## src/rtl/l3_req_encoder_pkg.sv

```systemverilog
// Shared widths, types and helpers for the L3 request encoder.
package l3_pkg;
  localparam int N_IN   = 32;
  localparam int CODE_W = 5;
  localparam int CNT_W  = 6;

  typedef logic [CODE_W-1:0] code_t;
  typedef logic [N_IN-1:0]   line_t;
  typedef logic [CNT_W-1:0]  cnt_t;

  function automatic cnt_t popcount(input line_t v);
    cnt_t c;
    c = '0;
    for (int i = 0; i < N_IN; i++) c = c + cnt_t'(v[i]);
    return c;
  endfunction
endpackage

```

## src/rtl/l3_req_encoder_if.sv

```systemverilog
// Request-side and code-side signals of the encoder; master drives requests.
// Handshake: a code transfers on a rising edge where valid && ready; while valid && !ready
// the encoder holds code and valid stable.
interface l3_req_encoder_if;
  import l3_pkg::*;

  logic  en;
  line_t req;
  logic  ready;
  code_t code;
  logic  valid;
  cnt_t  pend_cnt;
  logic  dup_err;

  modport master (output en, req, ready, input code, valid, pend_cnt, dup_err);
  modport slave  (input en, req, ready, output code, valid, pend_cnt, dup_err);
endinterface

```

## src/rtl/l3_req_encoder_prio_sel.sv

```systemverilog
// Combinational priority selector: reports whether any line is set and the winning index.
module l3_prio_sel
  import l3_pkg::*;
#(
  parameter bit HIGH_FIRST = 1'b1
) (
  input  line_t vec_i,
  output logic  any_o,
  output code_t idx_o
);
  always_comb begin
    idx_o = '0;
    // Later matches overwrite earlier ones, so scan order sets the winner.
    for (int i = 0; i < N_IN; i++) begin
      if (HIGH_FIRST) begin
        if (vec_i[i]) idx_o = code_t'(i);
      end else begin
        if (vec_i[N_IN-1-i]) idx_o = code_t'(N_IN-1-i);
      end
    end
    any_o = |vec_i;
  end
endmodule

```

## src/rtl/l3_req_encoder.sv

```systemverilog
// Sequential 32-to-5 encoder: collects request pulses into a pending set and
// emits the highest-priority pending index on a valid/ready output slot.
module l3_req_encoder
  import l3_pkg::*;
#(
  parameter bit HIGH_FIRST = 1'b1
) (
  input logic              clk,
  input logic              rst,
  l3_req_encoder_if.slave  bus
);
  line_t pending_q, pending_d;
  code_t code_q, code_d;
  logic  valid_q, valid_d;
  cnt_t  cnt_q;
  logic  dup_q, dup_d;

  line_t new_req, held_mask, cand;
  logic  slot_free, cand_any;
  code_t cand_idx;

  l3_prio_sel #(.HIGH_FIRST(HIGH_FIRST)) u_sel (
    .vec_i (cand),
    .any_o (cand_any),
    .idx_o (cand_idx)
  );

  always_comb begin
    new_req   = bus.req & {N_IN{bus.en}};
    slot_free = !valid_q || bus.ready;
    // Only a line stuck in a busy slot counts as held; one being accepted may re-request.
    held_mask = (valid_q && !bus.ready) ? (line_t'(1) << code_q) : '0;
    cand      = pending_q | new_req;

    pending_d = pending_q | (new_req & ~held_mask);
    code_d    = code_q;
    valid_d   = valid_q;
    dup_d     = dup_q | (|(new_req & (pending_q | held_mask)));

    if (slot_free) begin
      if (cand_any) begin
        code_d    = cand_idx;
        valid_d   = 1'b1;
        pending_d = cand & ~(line_t'(1) << cand_idx);
      end else if (bus.ready) begin
        valid_d   = 1'b0;
      end
    end
  end

  always_ff @(posedge clk or posedge rst) begin
    if (rst) begin
      pending_q <= '0;
      code_q    <= '0;
      valid_q   <= 1'b0;
      cnt_q     <= '0;
      dup_q     <= 1'b0;
    end else begin
      pending_q <= pending_d;
      code_q    <= code_d;
      valid_q   <= valid_d;
      cnt_q     <= popcount(pending_d);
      dup_q     <= dup_d;
    end
  end

  assign bus.code     = code_q;
  assign bus.valid    = valid_q;
  assign bus.pend_cnt = cnt_q;
  assign bus.dup_err  = dup_q;
endmodule

```

## src/flat_wrapper.sv

```systemverilog
// flat-port wrapper written by rule: the top's interface ports become plain ports
module l3_req_encoder_flat import l3_pkg::*;
#(
  parameter bit HIGH_FIRST = 1'b1
)
  (clk, rst, bus_en, bus_req, bus_ready, bus_code, bus_valid, bus_pend_cnt, bus_dup_err);
  l3_req_encoder_if bus_i ();
  input logic clk;
  input logic rst;
  input wire logic [$bits(bus_i.en)-1:0] bus_en;
  input wire logic [$bits(bus_i.req)-1:0] bus_req;
  input wire logic [$bits(bus_i.ready)-1:0] bus_ready;
  output wire logic [$bits(bus_i.code)-1:0] bus_code;
  output wire logic [$bits(bus_i.valid)-1:0] bus_valid;
  output wire logic [$bits(bus_i.pend_cnt)-1:0] bus_pend_cnt;
  output wire logic [$bits(bus_i.dup_err)-1:0] bus_dup_err;
  assign bus_i.en = bus_en;
  assign bus_i.req = bus_req;
  assign bus_i.ready = bus_ready;
  assign bus_code = bus_i.code;
  assign bus_valid = bus_i.valid;
  assign bus_pend_cnt = bus_i.pend_cnt;
  assign bus_dup_err = bus_i.dup_err;
  l3_req_encoder #(.HIGH_FIRST(HIGH_FIRST)) u_core (.clk(clk), .rst(rst), .bus(bus_i));
endmodule
```

## config.mk

```make
export PLATFORM = sky130hd
export DESIGN_NAME = l3_req_encoder_flat
export DESIGN_NICKNAME = d
export VERILOG_FILES = /design/src/rtl/l3_req_encoder_pkg.sv /design/src/rtl/l3_req_encoder_if.sv /design/src/rtl/l3_req_encoder_prio_sel.sv /design/src/rtl/l3_req_encoder.sv /design/src/flat_wrapper.sv
export SDC_FILE = /design/constraint.sdc
export NUM_CORES = 1
export LEC_CHECK = 0
export ABC_AREA = 1
export BUFFER_PORTS_ARGS = -buffer_cell sky130_fd_sc_hd__buf_4
export CORE_MARGIN = 2
export CORE_UTILIZATION = 60
export DETAILED_ROUTE_END_ITERATION = 6
export GPL_ROUTABILITY_DRIVEN = 0
export PLACE_DENSITY_LB_ADDON = 0.2
export SLEW_MARGIN = 10
export SYNTH_ARGS = -nofsm -noshare
export SYNTH_HDL_FRONTEND = slang
export SYNTH_SLANG_ARGS = --single-unit
```

## constraint.sdc

```tcl
create_clock -name clk -period 9.7 [get_ports clk]
set_input_delay 1.455 -clock clk [delete_from_list [all_inputs] [get_ports clk]]
set_output_delay 1.455 -clock clk [all_outputs]
set_load 0.02 [all_outputs]
```

==> results.cfg <==
[cells_and_area]
num_antenna_cells = 0
final_cells = 733
fill_cells = 609
drive_above_1_share = 0.141
syn_to_final_growth_pct = 11.3
multiInputGateArea_um2 = 2480
fin_area_um2 = 4620
nets = 720
regArea_um2 = 1130
fin_util = 0.684

[yosys]
syn_inst = 609
ys_ff_latch = 45
synth_flop_cell = dfrtp_1
synth_top_cell_by_area = dfrtp_1
yosysWarnings = 0
yosysTopAreaCellShare = 0.271
ys_types = 37
async_flop_share = 1.00
synth_area_um2 = 4150
synth_edf_count = 0
ys_top_cells_by_count = nor2_1, inv_1, nand2_1, o21ai_0, dfrtp_1
synth.yosys.seq_area_share = 0.271
netlist_top_cells_area = dfrtp_1, fa_1, nor2_1
yosysMostFrequentCell = nor2_1
syn_nets = 677
avgSynthCellArea_um2 = 6.81

[detailed_routing]
drc_errors = 17
vias = 4276
viasPerCell = 5.83
drtIter0Drc = 653
drt-wirelength-per-cell_um = 17.1
ant_nets = 0
totalWireLength_um = 12500
drtPass1Iterations = 7

[grt]
grt_usage = 0.349
grt_first_pass_wirelength_um = 19900
grt_max_degree = 46
grt_pass1_vias = 3991
grt-ovfl-total = 0
antenna_found_initial = 0
met3_usage = 0.113
grt-busiest-layer = met2
grtUsageMet2 = 0.509
grtUsageMet1 = 0.462

[worst_setup_path]
cp-end-kind = register
cpMostUsedCell = fa_1
crit_required_ns = 9.90
crit_arrival_ns = 8.36
slowest_delay_ns = 0.51
path_class = primary input to register
ff2ff_setup_slack_ns = 2.62
start_kind = primary input
cp.buffers_inverters = 7
cpLargestDelayFamily = adder cells
worst_path_max_delay_cell = fa_1
critPathMaxFanout = 34

[placed_design]
post-place-ws_ns = 1.29
dpl_cell_area_um2 = 4540
dp.cells = 725
port_buffers = 48
dp_hpwl_um = 9980

[clock_tree]
cts-buffers-inserted = 5
cts_buffer_depth = 2
cts_hold_buf = 0
cts.repair.resized = 0
tritoncts = done
cts_htree_levels = 2
cts_setup_buffers = 0
clkLatencyLatePin_ns = 0.31
clk_pin_slew_ns = 0.09
cts.sinks = 45
cts-root-buf = clkbuf_8

[floorplan]
ios = 49
std_cell_rows = 30
start_util = 0.614
die_h_um = 87.2
die_w_um = 87.2
die_area_um2 = 7600
core_area_um2 = 6760

[job]
max_cap_viol_count = 0

[timing]
rsz0062_at_grt = no
clock-skew-final_ns = 0.0100
setup_slack_ns = 1.54
tightest_slew_ns = 1.00
setup_tns_ns = 0
slew_viol_final = 0
slew_headroom = 0.330
fin_crit_sh = 0.841
fmax_mhz = 123
hold_viol = 0
post-route-min-period_ns = 8.16
setup_viol_count_final = 0

[power]
internal-power_w = 0.000681
p_leak_nw = 2.22
seqPwrFrac = 0.196
power_density_nw_per_um2 = 283
power_frac_clock = 0.091
swShare = 0.479
p_sw_w = 0.000627
power_frac_comb = 0.713
ir_drop_uv = 642

[outcome]
violations = DRC
run_status = complete, but fails checks

[worst_hold_path]
hold_path.class = register to register
[power by group through the flow]
stage / Combinational, W / Clock (W) / Sequential [W]
floorplan: 0.000697 / 0 / 0.000269
global route: 0.00106 / 0.000127 / 0.000259
global placement: 0.000882 / 0 / 0.000257
detailed placement: 0.000925 / 0 / 0.000258
CTS: 0.000927 / 0.000118 / 0.000255
finish: 0.000933 / 0.000119 / 0.000256
[kinds of logic (layout without fill, tap and decap cells)]
logic type | Yosys count | count (layout) | synth area share
adder cells (fa/ha/maj) | 32 | 32 | 0.140
XOR/XNOR | 3 | 3 | 0.00633
AO/OA/AOI/OAI | 104 | 104 | 0.143
buffers and inverters | 136 | 180 | 0.130
AND/OR/NAND/NOR | 289 | 289 | 0.309
flip-flops | 45 | 45 | 0.271
[sequential cells by signal (all words and copies together), names as in the netlist]
signal and flops:
u_core.bus.code 5, u_core.bus.valid 1, u_core.bus.pend_cnt 6, u_core.bus.dup_err 1, u_core.pending_q 32
[placed cells by master, fill, tap and decap left out, drive strengths merged, types with 8 or more instances in the layout]
cell | netlist | final
nand2 | 117 | 117
ha | 8 | 8
fa | 24 | 24
nor4 | 9 | 9
buf | 6 | 48
a21oi | 14 | 14
inv | 124 | 124
nor2 | 133 | 133
nand4 | 11 | 11
clkbuf | 6 | 8
nand3 | 11 | 11
o21ai | 68 | 68
nor3 | 8 | 8
o21bai | 9 | 9
dfrtp | 45 | 45
[stage by stage]
stage | hold WS, ns | power, W
6_report | 0.544 | 0.00131
3_5_place_dp | 0.512 | 0.00118
5_1_grt | 0.557 | 0.00145
3_3_place_gp | 0.502 | 0.00114
4_1_cts | 0.532 | 0.00130
2_1_floorplan | 0.514 | 0.000967
[layer usage]
| layer | routed length (µm) | vias to the layer above |
|---|---|---|
| met3 | 1710 | 81 |
| met2 | 5220 | 337 |
| met4 | 856 | 0 |
| met5 | 0 | - |
| li1 | - | 1980 |
| met1 | 4730 | 1878 |
[layout make-up]
type / count / share of cell area
Inverter: 124 / 0.101
Timing Repair Buffer: 48 / 0.0780
Sequential cell: 45 / 0.244
Tap cell: 80 / 0.0217
Multi-Input combinational cell: 428 / 0.538
Clock buffer: 8 / 0.0173
[worst paths after layout]
| check | from | to | cells past startpoint |
|---|---|---|---|
| setup / recovery | bus_en | u_core.bus.pend_cnt[4] | 35 |
| hold reg to reg | u_core.bus.dup_err | u_core.bus.dup_err | 2 |
| setup reg to reg | u_core.pending_q[1] | u_core.bus.pend_cnt[4] | 48 |
| max in group asynchronous | rst | u_core.pending_q[24] | 2 |
| hold / removal | u_core.bus.dup_err | u_core.bus.dup_err | 2 |
| min in group asynchronous | rst | u_core.bus.code[3] | 2 |
[worst register-to-register path: cells and delay by family, from the launching register on]
family | cells | cell delay [ns]
AO/OA/AOI/OAI | 2 | 0.39
XOR/XNOR | 1 | 0.13
adder cells (fa/ha/maj) | 9 | 3.81
buffers and inverters | 4 | 0.29
flip-flops | 1 | 0.39
AND/OR/NAND/NOR | 32 | 1.97
(Power assumes the default switching activity.)
